--- config.mk ---
export PLATFORM = sky130hd
export DESIGN_NAME = tdm_demux
export DESIGN_NICKNAME = d
export VERILOG_FILES = /design/src/rtl/tdm_demux.sv
export SDC_FILE = /design/constraint.sdc
export NUM_CORES = 1
export LEC_CHECK = 0
export ABC_AREA = 1
export CELL_PAD_IN_SITES_DETAIL_PLACEMENT = 1
export CELL_PAD_IN_SITES_GLOBAL_PLACEMENT = 1
export CORE_MARGIN = 2
export CORE_UTILIZATION = 34
export CTS_CLUSTER_SIZE = 20
export DETAILED_ROUTE_END_ITERATION = 16
export PLACE_DENSITY = 0.85
export SLEW_MARGIN = 0
export SYNTH_ARGS = -nofsm -noshare
export SYNTH_HDL_FRONTEND = slang
export SYNTH_SLANG_ARGS = --single-unit
--- constraint.sdc ---
create_clock -name clk -period 3 [get_ports clk]
set_clock_uncertainty 0.2 [all_clocks]
set_input_delay 0.6 -clock clk [delete_from_list [all_inputs] [get_ports clk]]
set_output_delay 0.6 -clock clk [all_outputs]
set_load 0.01 [all_outputs]
--- src/rtl/tdm_demux.sv ---
// -----------------------------------------------------------------------------
// tdm_demux
// Receive side of a time-division multiplexed channel stream. Each valid beat
// on the single input lane carries one slot word; a start-of-frame marker
// identifies slot 0. Each word is steered into its own per-channel output
// register, and that channel's valid pulses one cycle after the beat.
// A start-of-frame that arrives before the current frame is complete is
// flagged as a short frame and begins a new frame.
//
// Ports
//   clk        : system clock, rising edge
//   rst        : synchronous active-high reset
//   in_valid   : in_sof / in_data are meaningful this cycle
//   in_sof     : start of frame; this beat is slot 0
//   in_data    : slot word
//   out_data   : channel k occupies bits [k*WIDTH +: WIDTH]
//   out_valid  : one-cycle pulse on bit k when channel k is updated
//   frame_done : one-cycle pulse when the last slot is captured
//   frame_err  : one-cycle pulse when a new SOF aborts an incomplete frame
//   slot       : next slot index expected
// -----------------------------------------------------------------------------
module tdm_demux #(
    parameter int CHANNELS = 8,
    parameter int WIDTH    = 8,
    parameter int SEL_W    = 3
) (
    input  logic                      clk,
    input  logic                      rst,
    input  logic                      in_valid,
    input  logic                      in_sof,
    input  logic [WIDTH-1:0]          in_data,
    output logic [CHANNELS*WIDTH-1:0] out_data,
    output logic [CHANNELS-1:0]       out_valid,
    output logic                      frame_done,
    output logic                      frame_err,
    output logic [SEL_W-1:0]          slot
);

    typedef enum logic {
        IDLE,
        RUN
    } state_t;

    localparam logic [SEL_W-1:0] LAST_SLOT = SEL_W'(CHANNELS - 1);
    localparam logic [SEL_W-1:0] SLOT_ONE  = SEL_W'(1);

    state_t            state_reg;
    state_t            state_next;
    logic [SEL_W-1:0]  slot_reg;
    logic [SEL_W-1:0]  slot_next;
    logic              frame_done_reg;
    logic              frame_done_next;
    logic              frame_err_reg;
    logic              frame_err_next;

    // Single write port shared by all channel registers: at most one channel
    // is written per beat, which also guarantees a one-hot out_valid.
    logic              wr_en;
    logic [SEL_W-1:0]  wr_sel;

    logic [WIDTH-1:0]  data_reg [CHANNELS];
    logic [CHANNELS-1:0] out_valid_reg;

    // State and status registers
    always_ff @(posedge clk) begin
        if (rst) begin
            state_reg      <= IDLE;
            slot_reg       <= '0;
            frame_done_reg <= 1'b0;
            frame_err_reg  <= 1'b0;
        end else begin
            state_reg      <= state_next;
            slot_reg       <= slot_next;
            frame_done_reg <= frame_done_next;
            frame_err_reg  <= frame_err_next;
        end
    end

    // Next-state and write steering
    always_comb begin
        state_next      = state_reg;
        slot_next       = slot_reg;
        frame_done_next = 1'b0;
        frame_err_next  = 1'b0;
        wr_en           = 1'b0;
        wr_sel          = '0;

        unique case (state_reg)
            IDLE: begin
                // Words outside a frame are dropped silently.
                if (in_valid && in_sof) begin
                    wr_en      = 1'b1;
                    wr_sel     = '0;
                    slot_next  = SLOT_ONE;
                    state_next = RUN;
                end
            end
            RUN: begin
                if (in_valid) begin
                    if (in_sof) begin
                        // Short frame: flag it and restart at slot 0. Slots
                        // not reached in the aborted frame keep old data.
                        frame_err_next = 1'b1;
                        wr_en          = 1'b1;
                        wr_sel         = '0;
                        slot_next      = SLOT_ONE;
                    end else begin
                        wr_en  = 1'b1;
                        wr_sel = slot_reg;
                        if (slot_reg == LAST_SLOT) begin
                            frame_done_next = 1'b1;
                            slot_next       = '0;
                            state_next      = IDLE;
                        end else begin
                            slot_next = slot_reg + SLOT_ONE;
                        end
                    end
                end
            end
            default: begin
                state_next = IDLE;
                slot_next  = '0;
            end
        endcase
    end

    // Per-channel capture registers and valid pulses
    generate
        for (genvar gi = 0; gi < CHANNELS; gi++) begin : g_chan
            always_ff @(posedge clk) begin
                if (rst) begin
                    data_reg[gi]      <= '0;
                    out_valid_reg[gi] <= 1'b0;
                end else begin
                    out_valid_reg[gi] <= wr_en && (wr_sel == SEL_W'(gi));
                    if (wr_en && (wr_sel == SEL_W'(gi))) begin
                        data_reg[gi] <= in_data;
                    end
                end
            end
            assign out_data[gi*WIDTH +: WIDTH] = data_reg[gi];
        end
    endgenerate

    assign out_valid  = out_valid_reg;
    assign frame_done = frame_done_reg;
    assign frame_err  = frame_err_reg;
    assign slot       = slot_reg;

endmodule
# Yosys cells after proc, flatten, opt, wreduce, memory -nomap -nowiden
# Memories as Yosys holds them, arrays and structs flattened.
# Cells that the tools add are included.
# word_totals
ff_bits	14
out_inout_bits	77
input_bits	12
elab_cells	98
n_memories	1
ramBits	64
# op_classes
n_eq_ne	10
bitwise_logic	10
n_reduce_logical	13
n_addsub	1
muxes	51
# memory_table
memory	depth	width	rd	rd_ports_with_merged_regs	write_ports	line_no	source
data_reg	8	8	8	0	8	61	logic [WIDTH-1:0] data_reg [CHANNELS];
# ops
operator	n
$mux W8	8
$mux W1	33
$mux W3	6
$eq A3 B3 Y1 const B	5
$pmux W3 S2	2
$logic_and A1 B1 Y1	9
$or A1 B1 Y1	8
$eq A3 B2 Y1 const B	2
$ne A2 B2 Y1 const B	2
$pmux W1 S2	2
$reduce_or A4 Y1	1
$add A3 B1 Y3 const B	1
$eq A3 B1 Y1 const B	1
$logic_not A3 Y1	1
$reduce_or A3 Y1	1
$not A1 Y1	2
$reduce_and A2 Y1	1

# Depth between registers and ports, before layout
# Gate-level depths: netlist (run 1).
# logic_depth
depth_word	9
depth_mapped	7
depth_no_buf	7

# Worst setup path before layout (run 1)
# No wires, ideal clock.
# synth_path
kind	in2reg
start	input port in_sof
end	memory data_reg[7][0], in the netlist data_reg[1][24], enable pin
cell_stages	5
t_arrival_ns	1.565
n_path_buf	0
t_required_ns	2.416
setup_ns	0.384
slack_ns	0.851
path_cell_list	inv_1 -> nand2_1 -> nor2_1 -> nand2_1 -> o21ai_0
# synth_lines
item	line_no	source
start, declared	30	input logic in_sof,
end, declared	61	

==> results of run 1 <==
[final cells by class]
type	instances	area, sq um	share of cell area [%]
Tap cell	105	131	3.21
Clock buffer	12	145	3.55
Multi-Input combinational cell	117	534	13.1
Timing Repair Buffer	90	896	21.9
Sequential cell	78	2200	53.8
Inverter	23	86.3	2.11
Clock inverter	4	95.1	2.32
[placed cells by master, fill, tap and decap left out, drive strengths merged]
cell type       n
clkinv          1
nand4           3
nor3            2
nor2           71
clkbuf         12
ha              2
clkdlybuf4s50  88
dfxtp          14
edfxtp         64
nand3b          1
a21oi           3
inv            23
buf             2
o21ai           4
nor3b           1
nand3           7
bufinv          3
nand2          23
[metal layers]
metal | share of wire [%] | up-vias | wire length (microns)
met1 | 42 | 1012 | 3120
met3 | 6.6 | 13 | 496
met5 | 0 | - | 0
met2 | 50 | 77 | 3720
li1 | - | 930 | -
met4 | 1.8 | 0 | 138
[critical path: stages]
cell                              delay (ns)
sky130_fd_sc_hd__clkdlybuf4s50_1        0.54
sky130_fd_sc_hd__nand2_1                0.14
sky130_fd_sc_hd__nor2_1                 0.27
sky130_fd_sc_hd__nand2_1                0.10
sky130_fd_sc_hd__nor2_1                 0.16
sky130_fd_sc_hd__nand2_1                0.08
sky130_fd_sc_hd__nand2_1                0.31
[per-stage QoR]
stage,std cells,cell area [sq um],setup WS [ns],hold WS [ns],total power [mW]
global route,429,4090,0.435,0.410,2.40
finish,429,4090,0.593,0.363,2.33
detailed placement,413,3850,0.315,0.353,1.42
global placement,413,3850,0.422,0.332,1.41
floorplan,220,2840,0.851,0.311,1.30
CTS,429,4090,0.635,0.363,2.35
[logic make-up (layout without fill, tap and decap cells)]
group,count (synthesis),after routing
and+or+nand+nor,108,108
DFF,78,78
buffers and inverters,25,129
AOI/OAI and AO/OA,7,7
adders and majority gates,2,2
[where the power goes]
| group | switching, mW | internal [mW] | total [mW] |
|---|---|---|---|
| logic | 0.0923 | 0.0797 | 0.172 |
| clock network | 0.367 | 0.575 | 0.942 |
| registers | 0.0149 | 1.20 | 1.22 |
[worst paths after layout]
| kind | slack (ns) | start | cells after the start | end |
|---|---|---|---|---|
| setup reg to reg | 1.01 | state_reg$_SDFF_PP0_ | 6 | data_reg[0][23]$_SDFFCE_PN0P_ |
| setup / recovery | 0.59 | in_valid | 7 | data_reg[0][23]$_SDFFCE_PN0P_ |
| hold reg to reg | 0.36 | state_reg$_SDFF_PP0_ | 2 | state_reg$_SDFF_PP0_ |
| hold / removal | 0.36 | state_reg$_SDFF_PP0_ | 2 | state_reg$_SDFF_PP0_ |
==> run summary, run 1 <==
* complete, no violations — result of the run
* 0% — synthesized-area fraction occupied by xor and xnor cells
* 7.72% — fraction of final layout cells with drive strength greater than 1
* 0 — hold violation total from the final report
* 78 — clk sink count
* 220 — number of instances in the synthesized netlist
* 0 — number of antenna violations at the first check in global routing
* 2.21 ns — data arrival time of the worst path
* 1.63 nW — total leakage power
* 8 — highest net fanout along the worst path
* 20.0% — met1 track utilization from global routing
* 0 — PostCTS Resize Cnt
* sky130_fd_sc_hd__nor2_1 (71), sky130_fd_sc_hd__edfxtp_1 (64), sky130_fd_sc_hd__nand2_1 (23) — most frequent cells after synthesis
* 333 — layout net count
* 0.557 ns — slew at the pin closest to its max-slew limit
* false — unrepaired setup endpoints after global routing
* met2 — global routing's busiest layer
* 95.3 microns — horizontal die dimension
* 2.41 ns — final critical path time including I/O delays and setup
* 0 — grt total ovfl
* built — TritonCTS clock tree
* 0 — number of max-slew violations in the final report
* 19 — Synth cell types
* 4.74 — vias per inst
* 64 — max FFs per register
* 50.3% — final cell utilization of the core
* 5170 microns — Detailed Place HPWL
* 0 — Hold Buf Count CTS
* simple AND/OR/NAND/NOR gates — combinational family with the most area after synthesis
* 95.3 microns — height of the die
* 7470 microns — wire length after detailed routing
* 34.9% — initial cell density of the core
* 11,000 microns — global-route wire length before repair
* 0 — residual antenna-violating net count after detailed routing
* primary input — startpoint type of the worst setup path
* 0.07 ns — clock-pin slew on the worst setup and hold paths
* 33 — Site Rows
* 5.61% — grt met3 use
* 8130 sq um — Core Region
* 64 — number of enable-type register cells in the synthesized netlist
* sky130_fd_sc_hd__nor2_1 — dominant cell by count in the synthesized netlist
* 88 — port bufs
* 4 — number of optimization iterations in the first detailed-route pass
* 80.2% — fraction of the cycle the final worst path needs
* 0% — multiplexer area fraction after synthesis
* 2 — maximum count of clock buffers along a single path
* sky130_fd_sc_hd__clkbuf_8 — Clock Root Buffer
* 2,044 — via count of the first global-routing pass
* 0 — count of inserted antenna diode cells
* 67.8% — area share of the leading cell type in the synthesized netlist
* 0 ns — setup tns final
* 9 — CTS buffer count
* 62.5% — worst-case headroom to the max-slew limit
* 18 — maximum number of pins on one net before global-route repair
* reg -> reg — kind of path behind the tightest hold check
* 0 — count of buffers added by post-CTS timing repair for setup
* 2.81 ns — worst path required time
* 28.6% — Global Route met2 Usage
* 234 — Syn Nets
* 415 MHz — fmax
* sky130_fd_sc_hd__edfxtp_1 (68%), sky130_fd_sc_hd__dfxtp_1 (9.9%), sky130_fd_sc_hd__nor2_1 (9.4%) — top cells by area, synth
* 17.4 microns — Routed wire per std cell
* 2,032 — vias post-DR
* 16.7% — Simple-Gate Fraction of Synth Area
* 0 — Yosys warnings
* 1.24% — compound-cell area share of the yosys netlist
* 57 — Iter 0 DRT Violations
* 0 — Max-Cap Viols
* 77.7% — part of the Yosys area used for sequential elements
* 9080 sq um — area of the die
* 0.212 mV — IR drop worst, VDD
* 2840 sq um — mapped cell area
* 0.835 — final estimated routing congestion in global placement
* 44.3% — area growth from synthesis to final layout
* 570 nW/um^2 — power density over the cells
* 0.34 ns — later-pin clock latency in the skew report
* in -> reg — Critical Setup Path Class
* 17.0% — global-route usage over all layers
* 12.9 sq um — synthesized area per cell
* 0 — DRC Markers
* flop — CP Capture Type
* 0.883% — Post-Synth Adder-Cell Area
* 89 — count of boundary I/O pins
* 3 — CTS HTree Levels
* 0% — ys async rst share
* 78 — FF+latch count, synth
* sky130_fd_sc_hd__edfxtp_1 — most common flop cell mapped by yosys
* sky130_fd_sc_hd__edfxtp_1 — dominant cell type by area after synthesis
* 874 — Fill cells
* 0 — number of endpoints failing setup at the final stage
Note: power is estimated with default switching activity, not from simulation.
==> run 2: changes to the inputs <==
CORE_UTILIZATION = 32   (was 34)
PLACE_DENSITY = 0.84   (was 0.85)
clock period = 2.2 ns   (was 3 ns; I/O delays follow)
==> run summary, run 2 (synthesis gave the netlist of run 1 again) <==
* built — TritonCTS clock tree, unchanged
* 32.8% — initial cell density of the core, was 34.9%
* 0.424 ns — slew at the pin closest to its max-slew limit, was 0.557 ns
* 98.1 microns — height of the die, was 95.3 microns
* 4 — number of optimization iterations in the first detailed-route pass, unchanged
* clkdlybuf4s50_1 — CP cell instances, was clkdlybuf4s50_1, nand2_1, nor2_1, nand2_1, nor2_1, nand2_1, nand2_1
* 476 MHz — fmax
* complete, no violations — result of the run, unchanged
* reg -> out — Critical Setup Path Class, was in -> reg
* 9 — CTS buffer count, unchanged
* 14.7% — fraction of final layout cells with drive strength greater than 1, was 7.72%
* 89 — count of boundary I/O pins, unchanged
* 1 — total buffers and inverters traversed by the critical path, unchanged
* 0 ns — setup tns final, unchanged
* sky130_fd_sc_hd__clkbuf_8 — Clock Root Buffer, unchanged
* 0.305 mV — IR drop worst, VDD, was 0.212 mV
* 0.61 ns — largest incremental delay on the critical path, was 0.54 ns
* reg -> reg — kind of path behind the tightest hold check, unchanged
* 7210 microns — wire length after detailed routing, was 7470 microns
* 51.2% — area growth from synthesis to final layout, was 44.3%
* 0 — Max-Cap Viols, unchanged
* 0 — grt total ovfl, unchanged
* slot[2]$_SDFFE_PP0P_ — startpoint of the most critical register-to-register path, was state_reg$_SDFF_PP0_
* 932 — Fill cells, was 874
* sky130_fd_sc_hd__clkdlybuf4s50_1 (88), sky130_fd_sc_hd__nor2_1 (70), sky130_fd_sc_hd__edfxtp_1 (64) — top library cells by usage in the layout, fill and taps aside, was sky130_fd_sc_hd__clkdlybuf4s50_1 (88), sky130_fd_sc_hd__nor2_1 (71), sky130_fd_sc_hd__edfxtp_1 (64)
* 0 — hold violation total from the final report, unchanged
* 1.56 ns — worst path required time, was 2.81 ns
* 34 — Site Rows, was 33
* 716 nW/um^2 — power density over the cells, was 570 nW/um^2
* 78 — clk sink count, unchanged
* 1.75 nW — total leakage power, was 1.63 nW
* 13 — maximum number of pins on one net before global-route repair, was 18
* data_reg[1][20]$_SDFFCE_PN0P_ — endpoint of the most critical register-to-register path, was data_reg[0][23]$_SDFFCE_PN0P_
* 6 — number of cells on the worst reg-to-reg path, unchanged
* 0.07 ns — clock-pin slew on the worst setup and hold paths, about the same
* 0 — count of inserted antenna diode cells, unchanged
* 0 — residual antenna-violating net count after detailed routing, unchanged
* 88 — port bufs, unchanged
* 0 — number of max-slew violations in the final report, unchanged
* 0 — Hold Buf Count CTS, unchanged
* 64 — max FFs per register, unchanged
* 8640 sq um — Core Region, was 8130 sq um
* 0.33 ns — later-pin clock latency in the skew report, was 0.34 ns
* output pin — CP Capture Type, was flop
* state_reg$_SDFF_PP0_ — sink of the worst hold path, unchanged
* 15.8% — global-route usage over all layers, was 17.0%
* 4.48 — vias per inst, was 4.74
* 3 — CTS HTree Levels, unchanged
* buffers and inverters — cell type group with the largest total delay on the critical path, was simple AND/OR/NAND/NOR gates
* 2.10 ns — final critical path time including I/O delays and setup
* 0 — number of endpoints failing setup at the final stage, unchanged
* 2 — maximum count of clock buffers along a single path, unchanged
* sky130_fd_sc_hd__clkdlybuf4s50_1 — most common cell after layout, fill and taps aside, unchanged
* 11,300 microns — global-route wire length before repair, was 11,000 microns
* 0.823 — final estimated routing congestion in global placement, was 0.835
* 95.5% — fraction of the cycle the final worst path needs
* 63 — Iter 0 DRT Violations, was 57
* -0.190 ns — dpl ws, was 0.315 ns
* 0 — number of antenna violations at the first check in global routing, unchanged
* 9630 sq um — area of the die, was 9080 sq um
* false — unrepaired setup endpoints after global routing, unchanged
* 0.31 ns — Reg2Reg Setup Slack, was 1.01 ns
* 357 — layout net count, was 333
* 2 — hold depth, unchanged
* 71.7% — worst-case headroom to the max-slew limit, was 62.5%
* 2,134 — via count of the first global-routing pass, was 2,044
* 98.1 microns — horizontal die dimension, was 95.3 microns
* 8 — highest net fanout along the worst path, unchanged
* 0 — DRC Markers, unchanged
* 1.46 ns — data arrival time of the worst path, was 2.21 ns
* sky130_fd_sc_hd__clkdlybuf4s50_1 — cell with the largest stage delay on the worst path, unchanged
* state_reg$_SDFF_PP0_ — launch instance of the worst min-delay path, unchanged
* 0.0996 ns — Setup WS post-layout, was 0.593 ns
* 2,040 — vias post-DR, was 2,032
* flop — startpoint type of the worst setup path, was primary input
* 0 — count of buffers added by post-CTS timing repair for setup, unchanged
* 5360 microns — Detailed Place HPWL, was 5170 microns
* 15.8 microns — Routed wire per std cell, was 17.4 microns
[run 2: worst max-delay path by stage]
stage | startpoint | endpoint | slack, ns | cells past startpoint
floorplan | in_sof | data_reg[1][24]$_SDFFCE_PN0P_ | 0.21 | 5
global route | in_sof | data_reg[1][5]$_SDFFCE_PN0P_ | 0.02 | 6
CTS | slot[2]$_SDFFE_PP0P_ | slot[2] | 0.09 | 1
finish | slot[2]$_SDFFE_PP0P_ | slot[2] | 0.1 | 1
detailed placement | in_sof | data_reg[1][25]$_SDFFCE_PN0P_ | -0.19 | 9
global placement | in_valid | data_reg[1][5]$_SDFFCE_PN0P_ | -0.10 | 7
[run 2: power by group]
part / leakage [nW] / total (mW) / internal, mW / switching [mW]
clock: 0.110 / 1.15 / 0.656 / 0.492
combinational: 0.863 / 0.259 / 0.131 / 0.128
sequential: 0.779 / 1.66 / 1.64 / 0.0205
total: 1.75 / 3.07 / 2.43 / 0.640
[run 2: per-layer routing]
layer	global-route usage (%)	up-vias	routed length, microns
met3	5.73	13	334
met4	5.02	0	111
met1	18.8	986	3040
li1	-	979	-
met2	26.7	62	3730
met5	0	-	0
[run 2: what timing repair did]
item                                    CTS  global route
endpoints found under the setup margin    0            12
resized for setup                         0             2
endpoints found under the hold margin     0             0
[run 2: final cells by class]
type | instances | area, sq um | share of cell area [%]
clock buffer | 10 | 138 | 3.21
clock inverter | 5 | 73.8 | 1.72
timing repair buffer | 114 | 1110 | 26.0
sequential | 78 | 2200 | 51.4
tap | 108 | 135 | 3.15
multi-input combinational | 117 | 539 | 12.6
inverter | 23 | 86.3 | 2.01
[run 2: per-stage QoR]
stage          power (mW)  hold WS (ns)  instances  util [%]  cell area, sq um
6_report             3.07         0.372        455      49.7              4290
5_1_grt              3.18         0.407        455      49.7              4290
4_1_cts              3.09         0.369        455      49.6              4280
3_5_place_dp         1.96         0.360        440      47.1              4070
3_3_place_gp         1.95         0.335        440      47.1              4070
2_1_floorplan        1.77         0.309        220         -              2840
